[config.mk]
export PLATFORM = sky130hd
export DESIGN_NAME = dmem_seq
export DESIGN_NICKNAME = d
export VERILOG_FILES = /design/src/rtl/dmem_pkg.sv /design/src/rtl/rr_arb2.sv /design/src/rtl/dmem_seq.sv
export SDC_FILE = /design/constraint.sdc
export NUM_CORES = 1
export LEC_CHECK = 0
export BUFFER_PORTS_ARGS = -buffer_cell sky130_fd_sc_hd__buf_2
export CORE_MARGIN = 3
export CORE_UTILIZATION = 52
export DETAILED_ROUTE_END_ITERATION = 12
export PLACE_DENSITY = 0.75
export SYNTH_ARGS = -nofsm -noshare
export SYNTH_HDL_FRONTEND = slang
export SYNTH_SLANG_ARGS = --single-unit
export TNS_END_PERCENT = 50
[constraint.sdc]
create_clock -name clk -period 1.7 [get_ports clk]
set_input_delay 0.17 -clock clk [delete_from_list [all_inputs] [get_ports clk]]
set_output_delay 0.17 -clock clk [all_outputs]
set_load 0.05 [all_outputs]
[src/rtl/dmem_pkg.sv]
// Shared types for the data-memory sequencer: FSM states, requester ids
// and the byte load extension helper.
package dmem_pkg;

    typedef enum logic [1:0] {
        IDLE  = 2'd0,
        BEAT0 = 2'd1,
        BEAT1 = 2'd2,
        RESP  = 2'd3
    } state_e;

    typedef enum logic {
        REQ_CORE = 1'b0,
        REQ_DBG  = 1'b1
    } req_id_e;

    // Widen a loaded byte to 16 bits: zero-extend when uns, else sign-extend.
    function automatic logic [15:0] ext_byte(input logic [7:0] b, input logic uns);
        return {{8{b[7] & ~uns}}, b};
    endfunction

endpackage

[src/rtl/rr_arb2.sv]
// Two-request round-robin arbiter. On a tie the requester that did not win
// last time is granted; the last-grant pointer moves only when update_i is set.
module rr_arb2
    import dmem_pkg::*;
(
    input  logic    clk,
    input  logic    rst_n,
    input  logic    req_core_i,
    input  logic    req_dbg_i,
    input  logic    update_i,
    output logic    gnt_o,
    output req_id_e gnt_id_o
);

    req_id_e last_q, last_d;

    always_comb begin
        // NOTE: every combinational output gets a default first so no latch is inferred.
        gnt_o    = req_core_i | req_dbg_i;
        gnt_id_o = REQ_CORE;
        if (req_core_i && req_dbg_i) begin
            gnt_id_o = (last_q == REQ_DBG) ? REQ_CORE : REQ_DBG;
        end else if (req_dbg_i) begin
            gnt_id_o = REQ_DBG;
        end
        last_d = (update_i && gnt_o) ? gnt_id_o : last_q;
    end

    // Pointer starts at debug so the core wins the first tie after reset.
    always_ff @(posedge clk or negedge rst_n) begin
        if (!rst_n) begin
            last_q <= REQ_DBG;
        end else begin
            last_q <= last_d;
        end
    end

endmodule

[src/rtl/dmem_seq.sv]
// Sequencer/arbiter for the byte-wide data memory: shares one memory port
// between the core LSU and the debug port, splitting halfwords into two beats.
module dmem_seq
    import dmem_pkg::*;
#(
    parameter int SIZE = 11
) (
    input  logic            clk,
    input  logic            rst_n,
    input  logic            core_req,
    input  logic            core_we,
    input  logic            core_half,
    input  logic            core_uns,
    input  logic [SIZE-1:0] core_addr,
    input  logic [15:0]     core_wdata,
    output logic            core_ack,
    output logic [15:0]     core_rdata,
    input  logic            dbg_req,
    input  logic            dbg_we,
    input  logic [SIZE-1:0] dbg_addr,
    input  logic [7:0]      dbg_wdata,
    output logic            dbg_ack,
    output logic [7:0]      dbg_rdata,
    output logic            mem_we,
    output logic [SIZE-1:0] mem_addr,
    output logic [7:0]      mem_wdata,
    input  logic [7:0]      mem_rdata,
    output logic            busy
);

    localparam logic [SIZE-1:0] ADDR_ONE = {{(SIZE-1){1'b0}}, 1'b1};

    state_e          state_q, state_d;
    req_id_e         id_q;
    logic            we_q, half_q, uns_q;
    logic [SIZE-1:0] addr_q, mem_addr_q;
    logic [15:0]     wdata_q, rbuf_q, core_rdata_q;
    logic [7:0]      mem_wdata_q, dbg_rdata_q;
    logic            gnt;
    req_id_e         gnt_id;

    rr_arb2 u_arb (
        .clk        (clk),
        .rst_n      (rst_n),
        .req_core_i (core_req),
        .req_dbg_i  (dbg_req),
        .update_i   (state_q == IDLE),
        .gnt_o      (gnt),
        .gnt_id_o   (gnt_id)
    );

    // NOTE: sequential state uses non-blocking assignments so all registers update together.
    always_ff @(posedge clk or negedge rst_n) begin
        if (!rst_n) begin
            state_q <= IDLE;
        end else begin
            state_q <= state_d;
        end
    end

    always_comb begin
        state_d = state_q;
        case (state_q)
            IDLE:    if (gnt) state_d = BEAT0;
            BEAT0:   state_d = half_q ? BEAT1 : RESP;
            BEAT1:   state_d = RESP;
            RESP:    state_d = IDLE;
            default: state_d = IDLE;
        endcase
    end

    // Memory controls are decoded from state so a reset drops mem_we at once.
    always_comb begin
        mem_we     = 1'b0;
        mem_addr   = mem_addr_q;
        mem_wdata  = mem_wdata_q;
        core_ack   = 1'b0;
        dbg_ack    = 1'b0;
        core_rdata = core_rdata_q;
        dbg_rdata  = dbg_rdata_q;
        busy       = (state_q != IDLE);
        case (state_q)
            BEAT0: begin
                mem_we    = we_q;
                mem_addr  = addr_q;
                mem_wdata = wdata_q[7:0];
            end
            BEAT1: begin
                mem_we    = we_q;
                mem_addr  = addr_q + ADDR_ONE;
                mem_wdata = wdata_q[15:8];
            end
            RESP: begin
                if (id_q == REQ_CORE) begin
                    core_ack   = 1'b1;
                    core_rdata = half_q ? rbuf_q : ext_byte(rbuf_q[7:0], uns_q);
                end else begin
                    dbg_ack   = 1'b1;
                    dbg_rdata = rbuf_q[7:0];
                end
            end
            default: ;
        endcase
    end

    // Hold registers track the outputs so they keep their last value outside beats/RESP.
    always_ff @(posedge clk or negedge rst_n) begin
        if (!rst_n) begin
            id_q         <= REQ_CORE;
            we_q         <= 1'b0;
            half_q       <= 1'b0;
            uns_q        <= 1'b0;
            addr_q       <= '0;
            wdata_q      <= '0;
            rbuf_q       <= '0;
            mem_addr_q   <= '0;
            mem_wdata_q  <= '0;
            core_rdata_q <= '0;
            dbg_rdata_q  <= '0;
        end else begin
            if (state_q == IDLE && gnt) begin
                id_q <= gnt_id;
                if (gnt_id == REQ_CORE) begin
                    we_q    <= core_we;
                    half_q  <= core_half;
                    uns_q   <= core_uns;
                    addr_q  <= core_addr;
                    wdata_q <= core_wdata;
                end else begin
                    we_q    <= dbg_we;
                    half_q  <= 1'b0;
                    uns_q   <= 1'b1;
                    addr_q  <= dbg_addr;
                    wdata_q <= {8'h00, dbg_wdata};
                end
            end
            if (state_q == BEAT0) rbuf_q[7:0]  <= mem_rdata;
            if (state_q == BEAT1) rbuf_q[15:8] <= mem_rdata;
            mem_addr_q   <= mem_addr;
            mem_wdata_q  <= mem_wdata;
            core_rdata_q <= core_rdata;
            dbg_rdata_q  <= dbg_rdata;
        end
    end

endmodule

==> results.toml, run 1 <==
[status]
outcome = "finished with violations"
violations = "negative setup slack"

[sta]
min_period_over_period = 1.21
setup_violations = 45
setup_slack_ps = -361
fin_worst_skew_ps = 10.2
clock.fmax_mhz = 485
report.final.slew_viol_count = 0
period_needed_ps = 2060
hold_violations = 0
worst_slew_pin_slew_ps = 515
relSlewSlack = 0.657
whs_ps = 24.0
grt_setup_unrepaired = "yes"

[min_path]
hp-class = "input port to flip-flop"
hold_depth = 2
min_from = "core_wdata[13]"
hold_end = "wdata_q[13]"

[clock_network]
cts_buffers = 9
clockBufferDepth = 2
cts_tree = "built"
root_buffer = "clkbuf_8"
clk_pin_slew_ps = 90
clk_latency_ps = 360
cts_num_sinks = 93
htree_levels = 3

[grt]
top_usage_layer = "met2"
grt_max_degree = 41
gr-usage-all-layers = 0.245
antenna_found_initial = 0
grt_pass1_vias = 3350
grt_use_met2 = 0.420
grt_use_met1 = 0.321
grt_pass1_wl_um = 16800
gr-total-overflow = 0
met3_usage = 0.0398

[placed_design]
place_hpwl_um = 6530
port_buffers = 108
place_congestion = 0.826

[synthesis]
yosysUniqueCellTypes = 41
ys.flop_type = "dfrtp_1"
ys_warn_count = 0
ys_ff_latch = 93
avgSynthCellArea_um2 = 11.6
netlist_area_mm2 = 0.00408
synthesis.nets = 418
synth-edff-count = 0
async_flop_share = 1.00
seq_area_frac_synth = 0.571
syn-instance-count = 351

[routing]
vias_per_cell = 5.44
drtAntennaViolNets = 0
drc_errors = 0
dr_total_vias = 3292
first_iter_violations = 155
wl_per_cell_um = 17.9
dr.pass1.iters = 5
wl_um = 10800

[floorplan]
dieArea_mm2 = 0.00893
start_util = 0.550
ios = 109
die_w_um = 94.5
die_h_um = 94.5
rows = 31
core_area_mm2 = 0.00741

[setup_path]
critPathArrivalTime_ps = 1890
r2r_cells = 8
end_kind = "output pin"
r2r_end = "mem_addr_q[6]"
critPathLaunchType = "flip-flop"
r2r_setup_slack_ps = 20
path_max_fanout = 11
worst-setup-path-type = "flip-flop to output pin"
startpoint = "state_q[0]"
regToRegStartpoint = "state_q[0]"
crit_required_ps = 1530

[final_layout]
diodes = 0
drive_above_1_share = 0.543
fin_nets = 568
area_growth_syn_to_layout_pct = 51.9

[job]
max_cap_viol_count = 0
==> metal layers <==
layer / part of all wire / up-vias
met5: 0 / -
met4: 0.013 / 0
met3: 0.048 / 13
met2: 0.52 / 109
met1: 0.42 / 1625
li1: - / 1545
==> area by class of cell <==
type | count | area (um2)
tap | 99 | 124
multi-input combinational | 231 | 2090
clock inverter | 7 | 73.8
fill | 387 | 1220
inverter | 8 | 32.5
clock buffer | 9 | 124
timing repair buffer | 158 | 1420
sequential | 93 | 2330
==> synth_stat cells (2+ instances only) <==
master,instances,area share
mux2_2,32,0.088
clkbuf_1,6,0.0055
o21ai_1,20,0.025
ha_1,5,0.015
o21ai_0,20,0.025
nand2_1,34,0.031
xnor2_1,7,0.015
and3_1,5,0.0077
nor2_1,20,0.018
buf_6,2,0.0055
nand3_1,3,0.0037
buf_2,9,0.011
a221oi_1,3,0.0064
inv_1,7,0.0064
dfrtp_1,92,0.56
a21oi_1,24,0.029
a22oi_1,9,0.017
a22o_1,10,0.021
mux2i_1,21,0.052
==> per-stage QoR <==
| stage | worst slack, ps | util | setup TNS (ps) | cells | cell area, um2 |
|---|---|---|---|---|---|
| finish | -361 | 0.836 | -11430 | 605 | 6190 |
| global route | -428 | 0.836 | -14370 | 605 | 6190 |
| CTS | -346 | 0.816 | -12830 | 601 | 6050 |
| detailed placement | -145 | 0.686 | -1750 | 570 | 5080 |
| global placement | -76.8 | 0.686 | -810 | 570 | 5080 |
| floorplan | -231 | - | -3180 | 351 | 4220 |
==> kinds of logic after synthesis <==
family / count (synthesis) / synth area share
DFF: 93 / 0.571
muxes: 53 / 0.140
AOI/OAI and AO/OA: 90 / 0.134
buffers and inverters: 27 / 0.0316
adders and majority gates: 5 / 0.0154
and+or+nand+nor: 75 / 0.0906
xor gates and xnor gates: 8 / 0.0172
==> registers in the layout, indices dropped and copies added, names as in the netlist <==
signal / flops
addr_q: 11
core_rdata_q: 16
dbg_rdata_q: 8
half_q: 1
id_q: 1
mem_addr_q: 11
mem_wdata_q: 8
rbuf_q: 16
state_q: 2
u_arb.last_q: 1
uns_q: 1
wdata_q: 16
we_q: 1
==> how the worst max path moves through the flow <==
stage	to	slack, ps	cells past startpoint
floorplan	mem_addr_q[8]	-230	5
global placement	mem_addr[3]	-80	6
detailed placement	mem_addr[6]	-140	7
CTS	mem_addr[6]	-350	8
global route	mem_wdata[7]	-430	8
finish	mem_wdata[7]	-360	6
==> cells in the final DEF (no fill, tap or decap), types with 3 or more instances in the layout <==
cell type / Yosys / routed
inv_1: 7 / 4
mux2_4: 0 / 19
a21oi_1: 24 / 10
ha_4: 0 / 4
inv_2: 0 / 3
nand3_1: 3 / 3
o21ai_0: 20 / 7
xnor2_1: 7 / 7
nand2_4: 1 / 5
o21ai_1: 20 / 21
a21oi_4: 0 / 7
o21ai_4: 0 / 7
buf_2: 9 / 61
a22oi_2: 0 / 7
nand2_2: 0 / 4
a21oi_2: 0 / 7
o21ai_2: 1 / 6
buf_6: 2 / 49
and3_1: 5 / 5
nand2_1: 34 / 26
nor2_2: 1 / 4
dfrtp_1: 92 / 90
clkbuf_8: 0 / 9
buf_4: 0 / 27
a22o_1: 10 / 10
nor2_1: 20 / 17
mux2i_1: 21 / 20
buf_12: 0 / 7
mux2_2: 32 / 13
buf_8: 0 / 12
==> worst max-delay path, cell delays in order, from the launching register on <==
cell and delay [ps]:
dfrtp_2 430, inv_2 70, ha_4 320, buf_4 230
nor2_1 90, a21oi_2 200, buf_6 190
==> timing repair <==
item / CTS / global route
resized for setup: 158 / 44
endpoints found under the hold margin: 34 / 0
setup buffers: 11 / 7
cloned: 3 / 0
pin swaps: 16 / 10
hold buffers: 1 / 0
endpoints found under the setup margin: 46 / 47
Power of run 1 is not shown: default switching activity piles up to over one toggle a cycle in this logic, so the estimate is an artifact.
==> inputs of run 2 (changes only) <==
--- a/config.mk
+++ b/config.mk
@@ -6,8 +6,10 @@
 export NUM_CORES = 1
 export LEC_CHECK = 0
 export BUFFER_PORTS_ARGS = -buffer_cell sky130_fd_sc_hd__buf_2
+export CELL_PAD_IN_SITES_DETAIL_PLACEMENT = 2
+export CELL_PAD_IN_SITES_GLOBAL_PLACEMENT = 2
 export CORE_MARGIN = 3
-export CORE_UTILIZATION = 52
+export CORE_UTILIZATION = 33
 export DETAILED_ROUTE_END_ITERATION = 12
 export PLACE_DENSITY = 0.75
 export SYNTH_ARGS = -nofsm -noshare
==> run 2 against run 1 <==
Critical path depth unchanged. Via count up 6.4%. The run still ends with negative setup slack left. Die area up 54%. Maximum frequency down 6.7%. Hold slack better by 36 ps. Final area up 7.4%. Sequential share of layout area down 2.6 points. Clock-buffer cell count up 3. First-iteration DRC count up 5.2%.
==> results.toml, run 2 (synthesis gave the netlist of run 1 again) <==
[floorplan]
rows = 39
die_w_um = 117
die_h_um = 117
ios = 109
start_util = 0.347
core_area_mm2 = 0.0118
dieArea_mm2 = 0.0137

[setup_path]
r2r_setup_slack_ps = -110
critPathLaunchType = "flip-flop"
slowest_delay_ps = 430
cp_cell_sequence = "inv_2, ha_4, nand2_2, nor4_2, a221o_1, buf_6"
critPathArrivalTime_ps = 2040
end_kind = "output pin"
path_max_fanout = 5
worst-setup-path-type = "flip-flop to output pin"
cp_slowest_cell = "dfrtp_1"
crit_required_ps = 1530

[routing]
vias_per_cell = 5.15
wl_per_cell_um = 24.9
first_iter_violations = 163
drc_errors = 0
wl_um = 16900
drtAntennaViolNets = 0
dr_total_vias = 3504
dr.pass1.iters = 4

[sta]
min_period_over_period = 1.30
clock.fmax_mhz = 453
hold_violations = 0
relSlewSlack = 0.658
setup_slack_ps = -510
worst_slew_pin_slew_ps = 513
grt_setup_unrepaired = "yes"
setup_violations = 53
report.final.slew_viol_count = 0
fin_worst_skew_ps = 7.84
period_needed_ps = 2210
whs_ps = 60.3

[grt]
grt_pass1_vias = 3907
gr-usage-all-layers = 0.226
grt_max_degree = 39
top_usage_layer = "met2"
grt_pass1_wl_um = 23000
grt_use_met1 = 0.282
grt_use_met2 = 0.414
antenna_found_initial = 0
met3_usage = 0.0314
gr-total-overflow = 0

[placed_design]
place_hpwl_um = 8690
placedInstanceArea_mm2 = 0.00520
place_congestion = 0.781
pre_cts_slack_ps = -120
port_buffers = 108

[clock_network]
cts_tree = "built"
clockBufferDepth = 2
clk_pin_slew_ps = 70
htree_levels = 3
root_buffer = "clkbuf_16"
clk_latency_ps = 340
cts_num_sinks = 93
cts_buffers = 9

[final_layout]
drive_above_1_share = 0.579
reg.largest.list = "core_rdata_q (16), rbuf_q (16), wdata_q (16)"
final_common_cell = "dfrtp_1"
area_growth_syn_to_layout_pct = 63.1
mostFrequentLayoutCells = "dfrtp_1 (90), buf_2 (61), buf_6 (41), buf_4 (31), nand2_1 (26)"
diodes = 0
design_area_mm2 = 0.00665
fin_nets = 578

[status]
violations = "negative setup slack"
outcome = "finished with violations"

[min_path]
hp-class = "input port to flip-flop"

[job]
max_cap_viol_count = 0
## run 2: repair_timing
action	4_1_cts	5_1_grt
setup endpoints to repair	49	48
hold buffers	1	0
pin swaps	20	15
resized for setup	166	56
cloned	4	4
hold endpoints to repair	35	0
setup buffers	14	9
## run 2: path summary, 6_finish.rpt
| check | from | cells past startpoint | endpoint |
|---|---|---|---|
| worst min-delay path | core_wdata[8] | 2 | wdata_q[8] |
| min in group asynchronous | rst_n | 2 | dbg_rdata_q[1] |
| max in group asynchronous | rst_n | 3 | u_arb.last_q |
| worst max register to register | state_q[1] | 9 | mem_addr_q[8] |
| worst max-delay path | state_q[1] | 6 | mem_addr[6] |
| worst min register to register | core_rdata_q[12] | 2 | core_rdata_q[12] |
## run 2: cell type report
cell class	instances	area, um2
Multi-Input combinational cell	231	2180
Tap cell	164	205
Clock inverter	4	25.0
Clock buffer	12	236
Inverter	8	37.5
Sequential cell	93	2330
Fill cell	1096	5110
Timing Repair Buffer	168	1640
## run 2: per-stage QoR
stage | util | TNS, ps | instances
after global routing | 0.565 | -19090 | 680
after detailed placement | 0.442 | -2360 | 635
after global placement | 0.442 | -665 | 635
after CTS | 0.538 | -13830 | 670
final | 0.565 | -16900 | 680
after floorplan | - | -3180 | 351
## run 2: per-layer routing
| metal | vias to the layer above | part of all wire |
|---|---|---|
| met5 | - | 0 |
| met4 | 0 | 0.019 |
| met3 | 23 | 0.036 |
| met2 | 116 | 0.55 |
| met1 | 1806 | 0.40 |
| li1 | 1559 | - |
## run 2: critical path, delay by kind of cell, from the launching register on
family,cells,cell delay (ps)
DFF,1,430
and+or+nand+nor,2,400
buffers and inverters,2,280
adders and majority gates,1,350
AOI/OAI and AO/OA,1,220
Power of run 2 is left out for the same reason.
==> inputs of run 3 (changes only) <==
--- a/config.mk
+++ b/config.mk
@@ -5,13 +5,14 @@
 export SDC_FILE = /design/constraint.sdc
 export NUM_CORES = 1
 export LEC_CHECK = 0
+export ABC_AREA = 1
 export BUFFER_PORTS_ARGS = -buffer_cell sky130_fd_sc_hd__buf_2
 export CELL_PAD_IN_SITES_DETAIL_PLACEMENT = 2
 export CELL_PAD_IN_SITES_GLOBAL_PLACEMENT = 2
 export CORE_MARGIN = 3
-export CORE_UTILIZATION = 33
+export CORE_UTILIZATION = 30
 export DETAILED_ROUTE_END_ITERATION = 12
-export PLACE_DENSITY = 0.75
+export PLACE_DENSITY = 0.74
 export SYNTH_ARGS = -nofsm -noshare
 export SYNTH_HDL_FRONTEND = slang
 export SYNTH_SLANG_ARGS = --single-unit
==> run 3 against run 2 <==
The run still ends with negative setup slack left. Clock-buffer cell count fell by 2. Maximum frequency rose by 8.1%. Sequential share of layout area rose by 0.073 points. Critical path type unchanged. Largest cell class unchanged.
==> results.toml, run 3 <==
[status]
outcome = "finished with violations"
violations = "negative setup slack"

[synthesis]
ys_top_cells_by_area = "dfrtp_1 (56%), nand2_1 (11%), o21ai_0 (6.3%)"
seq_area_frac_synth = 0.564
synth-compound-area-share = 0.161
yosys.area_share.xor_xnor = 0
synthesis.nets = 550
synth_fa_ha_area_frac = 0.0151
ys_warn_count = 0
yosys.cell_count.top_type = "nand2_1"
synth_top_family_by_area = "simple AND/OR/NAND/NOR gates"
netlist_area_mm2 = 0.00413
synth-edff-count = 0
yosysTopAreaCell = "dfrtp_1"
yosysUniqueCellTypes = 22
synthMuxAreaShare = 0
synth_commonest_cells = "nand2_1 (124), dfrtp_1 (92), o21ai_0 (52)"
syn-instance-count = 483
ys_ff_latch = 93
avgSynthCellArea_um2 = 8.55
yosys.area_share.simple = 0.197
synth_top_area_frac = 0.557
ys.flop_type = "dfrtp_1"
async_flop_share = 1.00

[setup_path]
end_kind = "output pin"
cp_cell_sequence = "buf_4, ha_4, nand2_8, buf_6, a21oi_1, a21oi_2, buf_6"
path_common_cell = "buf_6"
worst-path-buf-inv = 3
crit_required_ps = 1530
cpLargestDelayFamily = "buffers and inverters"
slowest_delay_ps = 420
worst-setup-path-type = "flip-flop to output pin"
critPathLaunchType = "flip-flop"
critPathArrivalTime_ps = 1870
cp_slowest_cell = "dfrtp_1"
path_max_fanout = 5

[routing]
vias_per_cell = 5.01
first_iter_violations = 240
dr_total_vias = 4053
wl_per_cell_um = 21.1
wl_um = 17100
dr.pass1.iters = 4
drtAntennaViolNets = 0
drc_errors = 0

[final_layout]
fillers = 1387
mostFrequentLayoutCells = "nand2_1 (109), dfrtp_1 (90), buf_2 (60), buf_6 (45), nor2_1 (44)"
reg.largest.list = "core_rdata_q (16), rbuf_q (16), wdata_q (16)"
drive_above_1_share = 0.447
fin_nets = 695
final_common_cell = "nand2_1"
regArea_mm2 = 0.00233
fin_util = 0.497
diodes = 0
design_area_mm2 = 0.00663
area_growth_syn_to_layout_pct = 60.5
multiInputGateArea_mm2 = 0.00217

[floorplan]
die_w_um = 123
die_h_um = 123
core_area_mm2 = 0.0133
dieArea_mm2 = 0.0152
ios = 109
start_util = 0.310
rows = 42

[sta]
hold_violations = 0
fin_worst_skew_ps = 8.19
grt_setup_unrepaired = "yes"
setup_violations = 48
relSlewSlack = 0.477
worst_slew_pin_slew_ps = 784
period_needed_ps = 2040
tns_ps = -10630
clock.fmax_mhz = 489
setup_slack_ps = -343
report.final.slew_viol_count = 0
min_period_over_period = 1.20
whs_ps = 46.3

[placed_design]
port_buffers = 108
place_hpwl_um = 10800
placedInstanceArea_mm2 = 0.00527
place_congestion = 0.787

[grt]
grt_pass1_wl_um = 24800
grt_pass1_vias = 4612
gr-total-overflow = 0
antenna_found_initial = 2
gr-usage-all-layers = 0.213
grt_max_degree = 33

[clock_network]
clockBufferDepth = 2
cts_buffers = 9
cts_num_sinks = 93
clk_latency_ps = 350
cts_tree = "built"
clk_pin_slew_ps = 70
root_buffer = "clkbuf_16"
htree_levels = 3

[job]
max_cap_viol_count = 0

[min_path]
hp-class = "input port to flip-flop"
==> run 3: tightest hold or removal path: cells and delay by family <==
kind / cells / cell delay (ps)
buffers and inverters: 1 / 80
AND/OR/NAND/NOR: 2 / 130
==> run 3: logic make-up (layout without fill, tap and decap cells) <==
group	count (synthesis)	in the layout
fa+ha+maj	5	5
simple gates	201	201
buf+inv	56	206
flops	93	93
compound gates	128	128
==> run 3: final timing paths <==
path / from / to / slack (ps) / cells after the start
min reg2reg: rbuf_q[11] / rbuf_q[11] / 490 / 2
max: state_q[1] / core_rdata[9] / -340 / 7
max reg2reg: state_q[1] / addr_q[10] / -20 / 7
min: core_wdata[12] / wdata_q[12] / 50 / 3
min in group asynchronous: rst_n / rbuf_q[12] / 310 / 2
max in group asynchronous: rst_n / wdata_q[1] / 750 / 3
==> run 3: final cells by class <==
type / count / share of cell area
Clock inverter: 6 / 0.0115
Clock buffer: 10 / 0.0360
Tap cell: 176 / 0.0332
Sequential cell: 93 / 0.351
Inverter: 29 / 0.0181
Multi-Input combinational cell: 334 / 0.327
Timing Repair Buffer: 161 / 0.223
==> run 3: layer usage <==
metal | wire length (um) | track usage
met1 | 6950 | 0.266
met2 | 9080 | 0.375
met3 | 767 | 0.0430
met4 | 270 | 0.0595
met5 | 25 | 0
==> run 3: what timing repair did <==
item,4_1_cts,5_1_grt
gates resized for setup,175,59
pin swaps,9,16
endpoints found under the setup margin,49,64
cloned,1,3
hold buffers,1,0
buffers inserted,6,7
endpoints found under the hold margin,25,0
==> run 3: stage by stage <==
step	worst slack, ps	instances
finish	-343	809
floorplan	-172	483
global placement	-24.7	775
detailed placement	-106	775
global route	-431	809
CTS	-243	799
Power of run 3 is left out for the same reason.
